$ cat config.mk
export PLATFORM = sky130hd
export DESIGN_NAME = mem_stage
export DESIGN_NICKNAME = d
export VERILOG_FILES = /design/src/rtl/mips_pkg.sv /design/src/rtl/data_mem.sv /design/src/rtl/mem_stage.sv
export SDC_FILE = /design/constraint.sdc
export NUM_CORES = 2
export LEC_CHECK = 0
export CELL_PAD_IN_SITES_DETAIL_PLACEMENT = 0
export CELL_PAD_IN_SITES_GLOBAL_PLACEMENT = 2
export CORE_ASPECT_RATIO = 1.4
export CORE_UTILIZATION = 32
export DETAILED_ROUTE_END_ITERATION = 6
export PLACE_DENSITY_LB_ADDON = 0.1
export SLEW_MARGIN = 10
export SYNTH_ARGS = -nofsm -noshare
export SYNTH_HDL_FRONTEND = slang
export SYNTH_SLANG_ARGS = --single-unit
$ cat constraint.sdc
create_clock -name clk -period 1.8 [get_ports clk]
set_clock_uncertainty 0.15 [all_clocks]
set_input_delay 0.36 -clock clk [delete_from_list [all_inputs] [get_ports clk]]
set_output_delay 0.36 -clock clk [all_outputs]
set_load 0.1 [all_outputs]
$ cat src/rtl/mips_pkg.sv
// Shared MIPS pipeline types: datapath widths and the MEM/WB pipeline bundle.
package mips_pkg;

    localparam int DATA_W = 32;
    localparam int REG_AW = 4;

    typedef struct packed {
        logic [REG_AW-1:0] rd;
        logic              regwrite;
        logic              memtoreg;
        logic [DATA_W-1:0] alures;
        logic [DATA_W-1:0] rdata;
    } memwb_t;

    localparam memwb_t MEMWB_NOP = '0;

endpackage

$ cat src/rtl/data_mem.sv
// Word-addressed data memory: one synchronous write port, one combinational read port.
// The whole array clears on reset so no stale data survives a pipeline restart.
module data_mem
    import mips_pkg::*;
#(
    parameter int DEPTH = 64,
    parameter int AW    = 6
) (
    input  logic              clk,
    input  logic              rst,
    input  logic              we,
    input  logic [AW-1:0]     idx,
    input  logic [DATA_W-1:0] wdata,
    output logic [DATA_W-1:0] rdata
);

    logic [DATA_W-1:0] mem [DEPTH];

    always_ff @(posedge clk or negedge rst) begin
        if (!rst) begin
            for (int i = 0; i < DEPTH; i++) mem[i] <= '0;
        end else if (we) begin
            mem[idx] <= wdata;
        end
    end

    // Read sees the pre-write word; a same-edge store lands after capture.
    assign rdata = mem[idx];

endmodule

$ cat src/rtl/mem_stage.sv
// MIPS MEM stage: alignment check, store gating, data memory and the MEM/WB register.
// Flush beats stall; a stall holds MEM/WB but never lets align_err linger.
module mem_stage
    import mips_pkg::*;
#(
    parameter int DEPTH = 64,
    parameter int AW    = 6
) (
    input  logic              clk,
    input  logic              rst,
    input  logic [DATA_W-1:0] EX_MEMALUres,
    input  logic [DATA_W-1:0] EX_MEMWdata,
    input  logic [REG_AW-1:0] EX_MEMRd,
    input  logic              EX_MEMRegWrite,
    input  logic              EX_MEMMemtoReg,
    input  logic              EX_MEMMemRead,
    input  logic              EX_MEMMemWrite,
    input  logic              stall,
    input  logic              flush,
    output logic [DATA_W-1:0] Rdata,
    output logic [DATA_W-1:0] ALUres,
    output logic [REG_AW-1:0] MEM_WBRd,
    output logic              RegWrite,
    output logic              MemtoReg,
    output logic              align_err
);

    logic              mis;
    logic              we;
    logic [AW-1:0]     idx;
    logic [DATA_W-1:0] mem_rdata;
    logic [DATA_W-1:0] ld_data;
    memwb_t            memwb_q;
    memwb_t            memwb_d;

    assign idx = EX_MEMALUres[AW+1:2];
    assign mis = (EX_MEMMemRead | EX_MEMMemWrite) & (EX_MEMALUres[1:0] != 2'b00);
    assign we  = EX_MEMMemWrite & ~mis & ~stall & ~flush;

    data_mem #(
        .DEPTH (DEPTH),
        .AW    (AW)
    ) u_dmem (
        .clk   (clk),
        .rst   (rst),
        .we    (we),
        .idx   (idx),
        .wdata (EX_MEMWdata),
        .rdata (mem_rdata)
    );

    // Misaligned loads and non-loads deliver zero so WB never sees garbage.
    assign ld_data = (EX_MEMMemRead & ~mis) ? mem_rdata : '0;

    always_comb begin
        memwb_d          = MEMWB_NOP;
        memwb_d.rd       = EX_MEMRd;
        memwb_d.regwrite = EX_MEMRegWrite;
        memwb_d.memtoreg = EX_MEMMemtoReg;
        memwb_d.alures   = EX_MEMALUres;
        memwb_d.rdata    = ld_data;
    end

    always_ff @(posedge clk or negedge rst) begin
        if (!rst) begin
            memwb_q   <= MEMWB_NOP;
            align_err <= 1'b0;
        end else if (flush) begin
            memwb_q   <= MEMWB_NOP;
            align_err <= 1'b0;
        end else if (stall) begin
            align_err <= 1'b0;
        end else begin
            memwb_q   <= memwb_d;
            align_err <= mis;
        end
    end

    assign Rdata    = memwb_q.rdata;
    assign ALUres   = memwb_q.alures;
    assign MEM_WBRd = memwb_q.rd;
    assign RegWrite = memwb_q.regwrite;
    assign MemtoReg = memwb_q.memtoreg;

endmodule

==> impl_metrics.ini <==
[outcome]
outcome = complete, but fails checks
failed_checks = setup timing

[synth]
ys_async_sr_fraction_pct = 100.0
synthMostInstantiatedCell = dfrtp_1
synth_top_area_cell = dfrtp_1
synth_edf_count = 0
ys_seq_area_share_pct = 56.26
synth-warning-count = 0
synth_seq_cells = 2119
syn_area_per_cell_um2 = 13.49
syn_nets = 7063
yosys-top-cells-area = dfrtp_1, mux2_2, a22oi_1, o22ai_1, clkbuf_1
syn-cell-area_um2 = 94260
synth_top_cell_area_share_pct = 56.26
synthFlopType = dfrtp_1
postSynthCellCount = 6987
yosys-top-cells-count = dfrtp_1, mux2_2, a22oi_1
synth_cell_types = 63

[timing]
worst_pin_slew_ns = 0.8218
period_minus_slack_ns = 2.240
maxSlewViolCount = 0
fmax_mhz = 446.5
rsz0062_at_grt = yes
fin_crit_sh_pct = 124.4
hold_ws_ns = 0.03405
layout_setup_ws_ns = -0.4395
finalHoldViolCount = 0
relSlewSlack_pct = 45.03
finalSetupViolations = 1994

[route]
wl_per_cell_um = 37.84
antenna_left = 0
first_pass_iters = 5
drt_iter0_markers = 5433
wl_um = 455700
vias_per_cell = 5.731
vias = 69010
drc = 0

[global_routing]
grt_overflow = 0
grt_pass1_wl_um = 610100
antenna_found_initial = 14
grt_pass1_vias = 72360
grt_max_degree = 87
grt_usage_pct = 29.53

[clock_tree]
clock_sinks = 2119
clk_latency_ns = 0.94
clockBufferDepth = 4
htreeDepth = 4
cts_tree = done
root_buffer = clkbuf_16
cts_buffers = 231
clkTransAtPathRegs_ns = 0.07

[pwr]
peakVddDrop_mv = 0.7922
power_density_nw_per_um2 = 850.5
power_mw = 107.8
power.leakage_nw = 59.17

[final_layout]
final_net_count = 8019
area_growth_pct = 34.45
n_fill_cell = 27020
fin_util_pct = 43.27
drive_gt1_share_pct = 51.80

[floorplanning]
top_level_ports = 147
fp-row-count = 235
die_y_um = 644.2
die_x_um = 460.7
core_region_area_um2 = 292900
initial_core_util_pct = 32.18
die-area_um2 = 296800

[critical_path]
cp.arrival_ns = 1.73
start_kind = register
critPathMaxStageDelay_ns = 0.48
crit_path_max_fanout = 2
setup.worst_path.class = register to primary output
reg2reg_slack_ns = -0.35
worstPathRequired_ns = 1.29
cp-end-kind = primary output
crit_slowest_cell = dfrtp_2
cp_cell_sequence = buf_6 > buf_12

[placed_design]
pre_cts_slack_ns = -2.007
dpl.hpwl_um = 296800
io_buffers = 146
gp_congestion = 0.8625

[run]
drv_cap = 0

[hold_path]
hold_class = input pin to async pin
sequential cells by signal, summed over array words and instances, names as in the netlist:
name        count
align_err       1
u_dmem.mem   2048
MemtoReg        1
MEM_WBRd        4
RegWrite        1
Rdata          32
ALUres         32
where the power goes:
group	switching [mW]	total (mW)	internal, mW
Clock	20.8	49.7	28.8
Combinational	6.00	9.33	3.33
Sequential	0.433	48.8	48.4
kinds of logic (layout without fill, tap and decap cells):
group | count (synthesis) | in the layout | synth area share [%]
buffers and inverters | 763 | 1900 | 3.335
AND/OR/NAND/NOR | 445 | 445 | 2.212
other | 0 | 7 | 0
flip-flops | 2119 | 2119 | 56.26
AO/OA/AOI/OAI | 1397 | 1397 | 10.80
multiplexers | 2263 | 2263 | 27.40
path summary, 6_finish.rpt:
kind / from / end / cells after the start
max in group asynchronous: rst / u_dmem.mem[247]$_DFFE_PN0P_ / 3
min in group clk: flush / ALUres[30]$_DFFE_PN0P_ / 4
hold / removal: rst / u_dmem.mem[1205]$_DFFE_PN0P_ / 3
setup reg to reg: u_dmem.mem[781]$_DFFE_PN0P_ / Rdata[13]$_DFFE_PN0P_ / 6
hold reg to reg: u_dmem.mem[2040]$_DFFE_PN0P_ / u_dmem.mem[2040]$_DFFE_PN0P_ / 1
setup / recovery: Rdata[17]$_DFFE_PN0P_ / Rdata[17] / 2
worst max-delay path, delay by kind of cell, from the launching register on:
kind                   cells  cell delay (ns)
buffers and inverters      2             0.30
flip-flops                 1             0.48
area by class of cell:
cell class                 count  area, µm²  share of cell area, %
clock inverter                60      728.2                 0.5746
timing repair buffer        1482      19050                  15.03
multi-input combinational   4105      41970                  33.12
tap                         3910       4892                  3.861
sequential                  2119      53050                  41.86
antenna                        7      17.52                0.01382
inverter                       4      25.02                0.01975
clock buffer                 354       6995                  5.520
metrics by stage:
stage	cells	setup TNS (ns)	instance area, µm²
3_5_place_dp	11370	-2675.95	111100
2_1_floorplan	6987	-1189.71	94340
5_1_grt	12040	-345.39	126700
4_1_cts	11960	-204.01	124000
3_3_place_gp	11370	-2669.60	111100
6_report	12040	-309.01	126700
metal layers:
metal / up-vias / track usage, % / part of all wire (%)
li1: 28200 / - / -
met5: - / 0 / 0.0057
met2: 2224 / 50.06 / 48
met4: 4 / 15.05 / 6.5
met1: 37770 / 36.84 / 40
met3: 812 / 3.513 / 4.8
placed cells by master, fill, tap and decap left out, types with 50 or more instances in the layout:
cell type	count
dlygate4sd3_1	72
mux2_2	1642
clkbuf_8	71
buf_16	53
nor2_1	117
buf_12	455
a21oi_1	85
mux2i_1	133
nand2_1	73
a22oi_1	593
buf_6	62
clkbuf_16	264
o22ai_1	229
clkbuf_1	50
o21ai_0	59
dfrtp_1	2102
mux2_4	442
buf_4	725
a221oi_1	130
repair_timing:
item                                    4_1_cts  5_1_grt
buffers inserted                             85       45
pin swaps                                   106       44
endpoints found under the setup margin     2151     2110
cloned                                       29       34
endpoints found under the hold margin      4043        0
hold buffers                                 72        0
resized for setup                           646      357
No activity file was read; power rests on OpenSTA's default activity.
